===== config.mk =====
export PLATFORM = sky130hd
export DESIGN_NAME = enemies_controller_flat
export DESIGN_NICKNAME = d
export VERILOG_FILES = /design/src/rtl/enemies_pkg.sv /design/src/rtl/enemies_controller_if.sv /design/src/rtl/enemy_lfsr.sv /design/src/rtl/enemies_controller.sv /design/src/flat_wrapper.sv
export SDC_FILE = /design/constraint.sdc
export NUM_CORES = 1
export LEC_CHECK = 0
export ABC_AREA = 1
export BUFFER_PORTS_ARGS = -buffer_cell sky130_fd_sc_hd__buf_2
export CAP_MARGIN = 10
export CORE_MARGIN = 3
export CORE_UTILIZATION = 30
export CTS_BUF_LIST = sky130_fd_sc_hd__clkbuf_8
export DETAILED_ROUTE_END_ITERATION = 16
export HOLD_SLACK_MARGIN = 0.15
export PLACE_DENSITY_LB_ADDON = 0.08
export SYNTH_ARGS = -nofsm -noshare
export SYNTH_HDL_FRONTEND = slang
export SYNTH_HIERARCHICAL = 1
export SYNTH_SLANG_ARGS = --single-unit

===== constraint.sdc =====
create_clock -name clk -period 4.15 [get_ports clk]
set_clock_uncertainty 0.1 [all_clocks]
set_input_delay 0.2075 -clock clk [delete_from_list [all_inputs] [get_ports clk]]
set_output_delay 0.2075 -clock clk [all_outputs]
set_load 0.02 [all_outputs]

===== src/rtl/enemies_pkg.sv =====
// enemies_pkg: definitions shared by the enemy controller and the
// renderer-side decoder. It covers the per-slot state layout, the field bit
// offsets, the kind health/speed tables and the controller FSM encoding.
package enemies_pkg;

    localparam int ENEMY_STATE_WIDTH = 19;
    localparam int NUM_ENEMIES       = 8;
    localparam int STATE_WIDTH       = ENEMY_STATE_WIDTH * NUM_ENEMIES;

    // Bit offsets inside one 19-bit slot.
    localparam int HEALTH_LSB   = 0;
    localparam int DISTANCE_LSB = 4;
    localparam int KIND_LSB     = 12;
    localparam int ANGLE_LSB    = 14;
    localparam int ALIVE_BIT    = 18;

    // Field order matches the offsets above, MSB first.
    typedef struct packed {
        logic       alive;
        logic [3:0] angle;
        logic [1:0] kind;
        logic [7:0] distance;
        logic [3:0] health;
    } enemy_t;

    typedef enum logic [1:0] {
        ST_IDLE,
        ST_UPDATE,
        ST_SPAWN
    } ctrl_state_t;

    function automatic logic [3:0] kind_health(input logic [1:0] kind);
        case (kind)
            2'd0:    kind_health = 4'd1;
            2'd1:    kind_health = 4'd2;
            2'd2:    kind_health = 4'd4;
            default: kind_health = 4'd8;
        endcase
    endfunction

    function automatic logic [7:0] kind_speed(input logic [1:0] kind);
        case (kind)
            2'd0:    kind_speed = 8'd1;
            2'd1:    kind_speed = 8'd2;
            2'd2:    kind_speed = 8'd1;
            default: kind_speed = 8'd3;
        endcase
    endfunction

endpackage


===== src/rtl/enemies_controller_if.sv =====
// enemies_controller_if: control and status bundle of the enemy controller.
//   enable, clear, frame_tick, angles_hit : game-side controls into the block
//   state                                 : packed 8 x 19-bit slot vector
//   busy, update_done                     : update pass status
//   kill_pulse, reach_pulse               : per-enemy event strobes
// master = game/test side, slave = controller.
interface enemies_controller_if;
    import enemies_pkg::*;

    logic                   enable;
    logic                   clear;
    logic                   frame_tick;
    logic [15:0]            angles_hit;
    logic [STATE_WIDTH-1:0] state;
    logic                   busy;
    logic                   update_done;
    logic                   kill_pulse;
    logic                   reach_pulse;

    modport master (
        output enable, clear, frame_tick, angles_hit,
        input  state, busy, update_done, kill_pulse, reach_pulse
    );

    modport slave (
        input  enable, clear, frame_tick, angles_hit,
        output state, busy, update_done, kill_pulse, reach_pulse
    );

endinterface


===== src/rtl/enemy_lfsr.sv =====
// enemy_lfsr: 16-bit Galois LFSR (taps 16,14,13,11) that free-runs every
// cycle out of reset. Only the low six bits are exported because they are
// all the spawner consumes (angle and kind).
//   clk, rst_n : clock, synchronous active-low reset (loads SEED)
//   rnd        : lfsr[5:0]
module enemy_lfsr #(
    parameter logic [15:0] SEED = 16'hACE1
) (
    input  logic       clk,
    input  logic       rst_n,
    output logic [5:0] rnd
);
    logic [15:0] lfsr_reg;
    logic [15:0] lfsr_next;

    // Right-shifting Galois form: the bit shifted out folds back into the taps.
    always_comb begin
        lfsr_next = {1'b0, lfsr_reg[15:1]};
        if (lfsr_reg[0]) begin
            lfsr_next = lfsr_next ^ 16'hB400;
        end
    end

    always_ff @(posedge clk) begin
        if (!rst_n) begin
            lfsr_reg <= SEED;
        end else begin
            lfsr_reg <= lfsr_next;
        end
    end

    assign rnd = lfsr_reg[5:0];

endmodule


===== src/rtl/enemies_controller.sv =====
// enemies_controller: owns the 8-slot enemy state vector. On an enabled
// frame_tick it walks the slots one per cycle. For each slot it resolves hits,
// then moves the enemy inward and detects when it reaches the centre. After
// the walk it runs one spawn cycle. The state vector only changes during the
// pass.
//   clk, rst_n : clock, synchronous active-low reset
//   bus        : enemies_controller_if.slave (controls, state, status, pulses)
module enemies_controller
    import enemies_pkg::*;
#(
    parameter int          SPAWN_INTERVAL = 60,
    parameter int          SPAWN_DISTANCE = 200,
    parameter int          MOVE_DIV       = 2,
    parameter logic [15:0] LFSR_SEED      = 16'hACE1
) (
    input  logic                 clk,
    input  logic                 rst_n,
    enemies_controller_if.slave  bus
);
    enemy_t      slots_reg [NUM_ENEMIES];
    ctrl_state_t fsm_reg, fsm_next;
    logic [2:0]  slot_idx_reg;
    logic [15:0] hit_reg;
    logic        move_now_reg;
    logic [3:0]  move_cnt_reg;
    logic [7:0]  spawn_timer_reg;
    logic        update_done_reg;

    logic [5:0]  rnd;
    enemy_t      cur, upd, spawn_enemy;
    logic        kill, reach;
    logic [7:0]  step;
    logic        free_found;
    logic [2:0]  free_idx;
    logic        start;
    logic        spawn_due;

    enemy_lfsr #(.SEED(LFSR_SEED)) u_lfsr (
        .clk   (clk),
        .rst_n (rst_n),
        .rnd   (rnd)
    );

    assign start     = bus.frame_tick && bus.enable;
    assign cur       = slots_reg[slot_idx_reg];
    // The timer counts down to zero across passes. A value of 1 here means
    // this pass decrements it to zero, so this pass spawns.
    assign spawn_due = (spawn_timer_reg <= 8'd1);

    // Per-slot resolution. A killed enemy does not move. A surviving hit
    // enemy still moves in the same pass.
    always_comb begin
        upd   = cur;
        kill  = 1'b0;
        reach = 1'b0;
        step  = kind_speed(cur.kind);
        if (cur.alive) begin
            if (hit_reg[cur.angle]) begin
                if (cur.health <= 4'd1) begin
                    upd.alive  = 1'b0;
                    upd.health = 4'd0;
                    kill       = 1'b1;
                end else begin
                    upd.health = cur.health - 4'd1;
                end
            end
            if (!kill && move_now_reg) begin
                if (cur.distance <= step) begin
                    upd.alive    = 1'b0;
                    upd.distance = 8'd0;
                    reach        = 1'b1;
                end else begin
                    upd.distance = cur.distance - step;
                end
            end
        end
    end

    // Lowest-index dead slot. The loop runs from high to low so the last hit
    // wins. Slots freed earlier in this pass are already written back by the
    // time the SPAWN cycle reads them.
    always_comb begin
        free_found = 1'b0;
        free_idx   = 3'd0;
        for (int i = NUM_ENEMIES - 1; i >= 0; i--) begin
            if (!slots_reg[i].alive) begin
                free_found = 1'b1;
                free_idx   = 3'(i);
            end
        end
    end

    always_comb begin
        spawn_enemy.alive    = 1'b1;
        spawn_enemy.angle    = rnd[3:0];
        spawn_enemy.kind     = rnd[5:4];
        spawn_enemy.distance = 8'(SPAWN_DISTANCE);
        spawn_enemy.health   = kind_health(rnd[5:4]);
    end

    always_comb begin
        fsm_next = fsm_reg;
        case (fsm_reg)
            ST_IDLE:   if (start) fsm_next = ST_UPDATE;
            ST_UPDATE: if (slot_idx_reg == 3'(NUM_ENEMIES - 1)) fsm_next = ST_SPAWN;
            ST_SPAWN:  fsm_next = ST_IDLE;
            default:   fsm_next = ST_IDLE;
        endcase
    end

    // clear behaves like reset for everything here. The LFSR lives in the
    // sub-module and only sees rst_n, so it keeps running through a clear.
    always_ff @(posedge clk) begin
        if (!rst_n || bus.clear) begin
            fsm_reg         <= ST_IDLE;
            slot_idx_reg    <= 3'd0;
            hit_reg         <= 16'd0;
            move_now_reg    <= 1'b0;
            move_cnt_reg    <= 4'd0;
            spawn_timer_reg <= 8'(SPAWN_INTERVAL);
            update_done_reg <= 1'b0;
            for (int i = 0; i < NUM_ENEMIES; i++) begin
                slots_reg[i] <= '0;
            end
        end else begin
            fsm_reg         <= fsm_next;
            update_done_reg <= (fsm_reg == ST_SPAWN);
            case (fsm_reg)
                ST_IDLE: begin
                    if (start) begin
                        hit_reg      <= bus.angles_hit;
                        slot_idx_reg <= 3'd0;
                        if (move_cnt_reg == 4'(MOVE_DIV - 1)) begin
                            move_now_reg <= 1'b1;
                            move_cnt_reg <= 4'd0;
                        end else begin
                            move_now_reg <= 1'b0;
                            move_cnt_reg <= move_cnt_reg + 4'd1;
                        end
                    end
                end
                ST_UPDATE: begin
                    slots_reg[slot_idx_reg] <= upd;
                    slot_idx_reg            <= slot_idx_reg + 3'd1;
                end
                ST_SPAWN: begin
                    if (spawn_due) begin
                        spawn_timer_reg <= 8'(SPAWN_INTERVAL);
                        if (free_found) begin
                            slots_reg[free_idx] <= spawn_enemy;
                        end
                    end else begin
                        spawn_timer_reg <= spawn_timer_reg - 8'd1;
                    end
                end
                default: ;
            endcase
        end
    end

    assign bus.busy        = (fsm_reg != ST_IDLE);
    assign bus.update_done = update_done_reg;
    assign bus.kill_pulse  = (fsm_reg == ST_UPDATE) && kill;
    assign bus.reach_pulse = (fsm_reg == ST_UPDATE) && reach;

    generate
        for (genvar gi = 0; gi < NUM_ENEMIES; gi++) begin : g_pack
            assign bus.state[gi*ENEMY_STATE_WIDTH +: ENEMY_STATE_WIDTH] = slots_reg[gi];
        end
    endgenerate

endmodule


===== src/flat_wrapper.sv =====
// flat-port wrapper written by rule: the top's interface ports become plain ports
module enemies_controller_flat import enemies_pkg::*;
#(
    parameter int          SPAWN_INTERVAL = 60,
    parameter int          SPAWN_DISTANCE = 200,
    parameter int          MOVE_DIV       = 2,
    parameter logic [15:0] LFSR_SEED      = 16'hACE1
)
  (clk, rst_n, bus_enable, bus_clear, bus_frame_tick, bus_angles_hit, bus_state, bus_busy, bus_update_done, bus_kill_pulse, bus_reach_pulse);
  enemies_controller_if bus_i ();
  input  logic clk;
  input  logic rst_n;
  input wire logic [$bits(bus_i.enable)-1:0] bus_enable;
  input wire logic [$bits(bus_i.clear)-1:0] bus_clear;
  input wire logic [$bits(bus_i.frame_tick)-1:0] bus_frame_tick;
  input wire logic [$bits(bus_i.angles_hit)-1:0] bus_angles_hit;
  output wire logic [$bits(bus_i.state)-1:0] bus_state;
  output wire logic [$bits(bus_i.busy)-1:0] bus_busy;
  output wire logic [$bits(bus_i.update_done)-1:0] bus_update_done;
  output wire logic [$bits(bus_i.kill_pulse)-1:0] bus_kill_pulse;
  output wire logic [$bits(bus_i.reach_pulse)-1:0] bus_reach_pulse;
  assign bus_i.enable = bus_enable;
  assign bus_i.clear = bus_clear;
  assign bus_i.frame_tick = bus_frame_tick;
  assign bus_i.angles_hit = bus_angles_hit;
  assign bus_state = bus_i.state;
  assign bus_busy = bus_i.busy;
  assign bus_update_done = bus_i.update_done;
  assign bus_kill_pulse = bus_i.kill_pulse;
  assign bus_reach_pulse = bus_i.reach_pulse;
  enemies_controller #(.SPAWN_INTERVAL(SPAWN_INTERVAL), .SPAWN_DISTANCE(SPAWN_DISTANCE), .MOVE_DIV(MOVE_DIV), .LFSR_SEED(LFSR_SEED)) u_core (.clk(clk), .rst_n(rst_n), .bus(bus_i));
endmodule

==> results.json <==
{
  "yosys.cell_types.count": 45,
  "synth_common_cells": "nor2_1, nand2_1, edfxtp_1, inv_1, a21oi_1",
  "syn_area_sq_um": 10000,
  "seq_area_frac_synth_pct": 56.5,
  "cp_cell_sequence": "inv_1 > o21ai_0 > nand2_1 > ha_1 > inv_1 > fa_1 > inv_1 > a21oi_1 > nor3_4 > nand4_1 > nor2_1 > buf_2",
  "cts_tree": "done",
  "p_int_mw": 3.35,
  "initial_core_util_pct": 30.6,
  "fin_worst_hold_slack_ns": 0.300,
  "core_area_sq_um": 32700,
  "grt.overflow.total": 0,
  "dpl.cell_count": 1690,
  "finalHoldViolCount": 0,
  "first_pass_iters": 5,
  "postPlaceCellArea_sq_um": 11300,
  "synthTopCellsByArea": "edfxtp_1, dfxtp_1, nor2_1",
  "hold_class": "register to register",
  "period_share_pct": 93.0,
  "fin_area_sq_um": 12300,
  "numCtsBuffers": 39,
  "synth_warnings": 6,
  "viasPerCell": 4.81,
  "cpPeakStageDelay_ns": 0.53,
  "synth_top_area_share_pct": 45.7,
  "syn_nets": 1127,
  "clock-sinks": 206,
  "fillers": 3471,
  "cap_violations": 0,
  "irDropWorstVdd_uv": 142,
  "dieWidth_um": 189,
  "grt_usage_pct": 19.9,
  "wl_per_cell_um": 20.0,
  "tns_ns": 0,
  "largest_reg_flops": 152,
  "async_flop_share_pct": 0,
  "clockPowerShare_pct": 38.1,
  "slew_viol_final": 0,
  "relSlewSlack_pct": 34.4,
  "fin_nets": 1356,
  "crit_required_ns": 3.84,
  "ant_nets": 0,
  "total_power_mw": 4.59,
  "h-tree-depth": 2,
  "criticalPathCategory": "register to primary output",
  "finalSetupViolCount": 0,
  "grt_pass1_vias": 8497,
  "die_h_um": 189,
  "ios": 177,
  "syn2layout_area_growth_pct": 23.4,
  "cts_buffer_depth": 3,
  "antenna_found_initial": 0,
  "insertion_delay_ns": 0.53,
  "dieArea_sq_um": 35500,
  "p_switching_mw": 1.25,
  "dp_hpwl_um": 24600,
  "diodes": 0,
  "yosys_most_used_dff": "edfxtp_1",
  "drt-total-wl_um": 36000,
  "pwr-share-comb_pct": 10.8,
  "grt_pass1_wl_um": 53700,
  "yosysTopAreaCell": "edfxtp_1",
  "cp_max_fo": 16,
  "grt_max_degree": 40,
  "critPathLaunchType": "register",
  "drt_iter0_markers": 717,
  "cts.clk_slew.worst_paths_ns": 0.06,
  "layout-drive-gt1-share_pct": 23.7,
  "fmax_ghz": 0.259,
  "ys_ff_latch": 206,
  "cp_slowest_cell": "inv_1",
  "layout.cells.non_filler": 1794,
  "synth_area_per_cell_sq_um": 9.11,
  "gp_congestion": 0.833,
  "postCtsSetupBuffers": 0,
  "synth-edff-count": 152,
  "p_per_area_nw_per_um2": 372,
  "p_sw_share_pct": 27.2,
  "p_seq_share_pct": 51.0,
  "run_status": "complete, no violations",
  "remaining_drc_errors": 0,
  "io_buffers": 176,
  "cp-end-kind": "primary output",
  "rsz0062_at_grt": "false",
  "fin_crit_ns": 3.86,
  "yosysMostFrequentCell": "nor2_1",
  "p_leak_nw": 5.41,
  "tightest_slew_ns": 0.978,
  "syn_inst": 1097,
  "cts_root_buffer": "clkbuf_8",
  "critPathMostFrequentCell": "inv_1",
  "rows": 66,
  "critPathArrivalTime_ns": 3.55,
  "vias": 8638
}
-- per-stage QoR --
step	util, %	worst slack (ns)
finish	37.7	0.290
global placement	34.6	0.712
floorplan	-	0.831
global route	37.7	0.0112
detailed placement	34.6	0.712
CTS	37.7	0.182
-- cell type report --
type                       count  area [sq um]  share of cell area [%]
multi-input combinational    714          3500                    28.3
clock inverter                26           101                   0.821
sequential                   206          5650                    45.8
clock buffer                  41           564                    4.57
inverter                     122           460                    3.73
tap                          442           553                    4.48
timing repair buffer         243          1520                    12.3
-- metal layers --
| layer | up-vias | track usage, % | share of wire [%] |
|---|---|---|---|
| li1 | 4124 | - | - |
| met1 | 4161 | 28.9 | 47 |
| met2 | 306 | 30.5 | 44 |
| met3 | 47 | 3.70 | 6.7 |
| met4 | 0 | 5.13 | 2.0 |
| met5 | - | 0 | 0 |
-- power groups by stage --
stage	logic, mW	clock network [mW]	registers [mW]
global route	0.544	1.91	2.35
floorplan	0.222	0	2.45
detailed placement	0.473	0	2.39
finish	0.497	1.75	2.34
global placement	0.474	0	2.39
CTS	0.500	1.82	2.35
-- worst max-delay path: cells and delay by family, from the launching register on --
family                   cells  cell delay [ns]
buffers and inverters        4             0.91
flip-flops                   1             0.31
adder cells (fa/ha/maj)      2             0.52
AND/OR/NAND/NOR              4             0.82
AO/OA/AOI/OAI                2             0.47
-- worst paths after layout --
kind / start / end / slack [ns] / cells after the start
hold / removal: u_core/u_lfsr/lfsr_reg[6]$_SDFF_PN1_ / u_core/u_lfsr/lfsr_reg[5]$_SDFF_PN1_ / 0.30 / 2
setup / recovery: register / bus_reach_pulse / 0.29 / 12
hold reg to reg: u_core/u_lfsr/lfsr_reg[6]$_SDFF_PN1_ / u_core/u_lfsr/lfsr_reg[5]$_SDFF_PN1_ / 0.30 / 2
setup reg to reg: register / u_core/slots_reg[3][11]$_SDFFCE_PN0P_ / 0.70 / 14
-- cells by family (layout without fill, tap and decap cells) --
group                    count (synthesis)  count (layout)  synth area share [%]
AND/OR/NAND/NOR                        480             480                  21.4
buffers and inverters                  177             432                  8.56
adder cells (fa/ha/maj)                  9               9                  1.20
XOR/XNOR                                 4               4                 0.351
flip-flops                             206             206                  56.5
AO/OA/AOI/OAI                          221             221                  12.0
-- layout by cell type (no fill, tap or decap), types with 4 or more instances in the layout --
master,instances
dlygate4sd3_1,37
nand4_1,6
nand2_1,165
clkinv_1,11
nand3_1,42
o21ai_1,31
buf_2,176
clkbuf_8,41
o22ai_1,24
ha_1,8
buf_4,26
inv_2,19
nor2_1,211
edfxtp_1,152
a21oi_1,75
nand3b_1,5
o21ai_2,5
nand2_2,9
nand3_4,4
nor2_2,12
nor3_1,5
dfxtp_1,53
o221ai_1,4
inv_1,116
nand3_2,8
o21ai_0,74
-- what timing repair did --
item                                    4_1_cts  5_1_grt
hold buffers                                 37        0
gates resized for setup                       0        1
hold endpoints to repair                     37        0
endpoints found under the setup margin        0        1
Note: power is estimated with default switching activity, not from simulation.
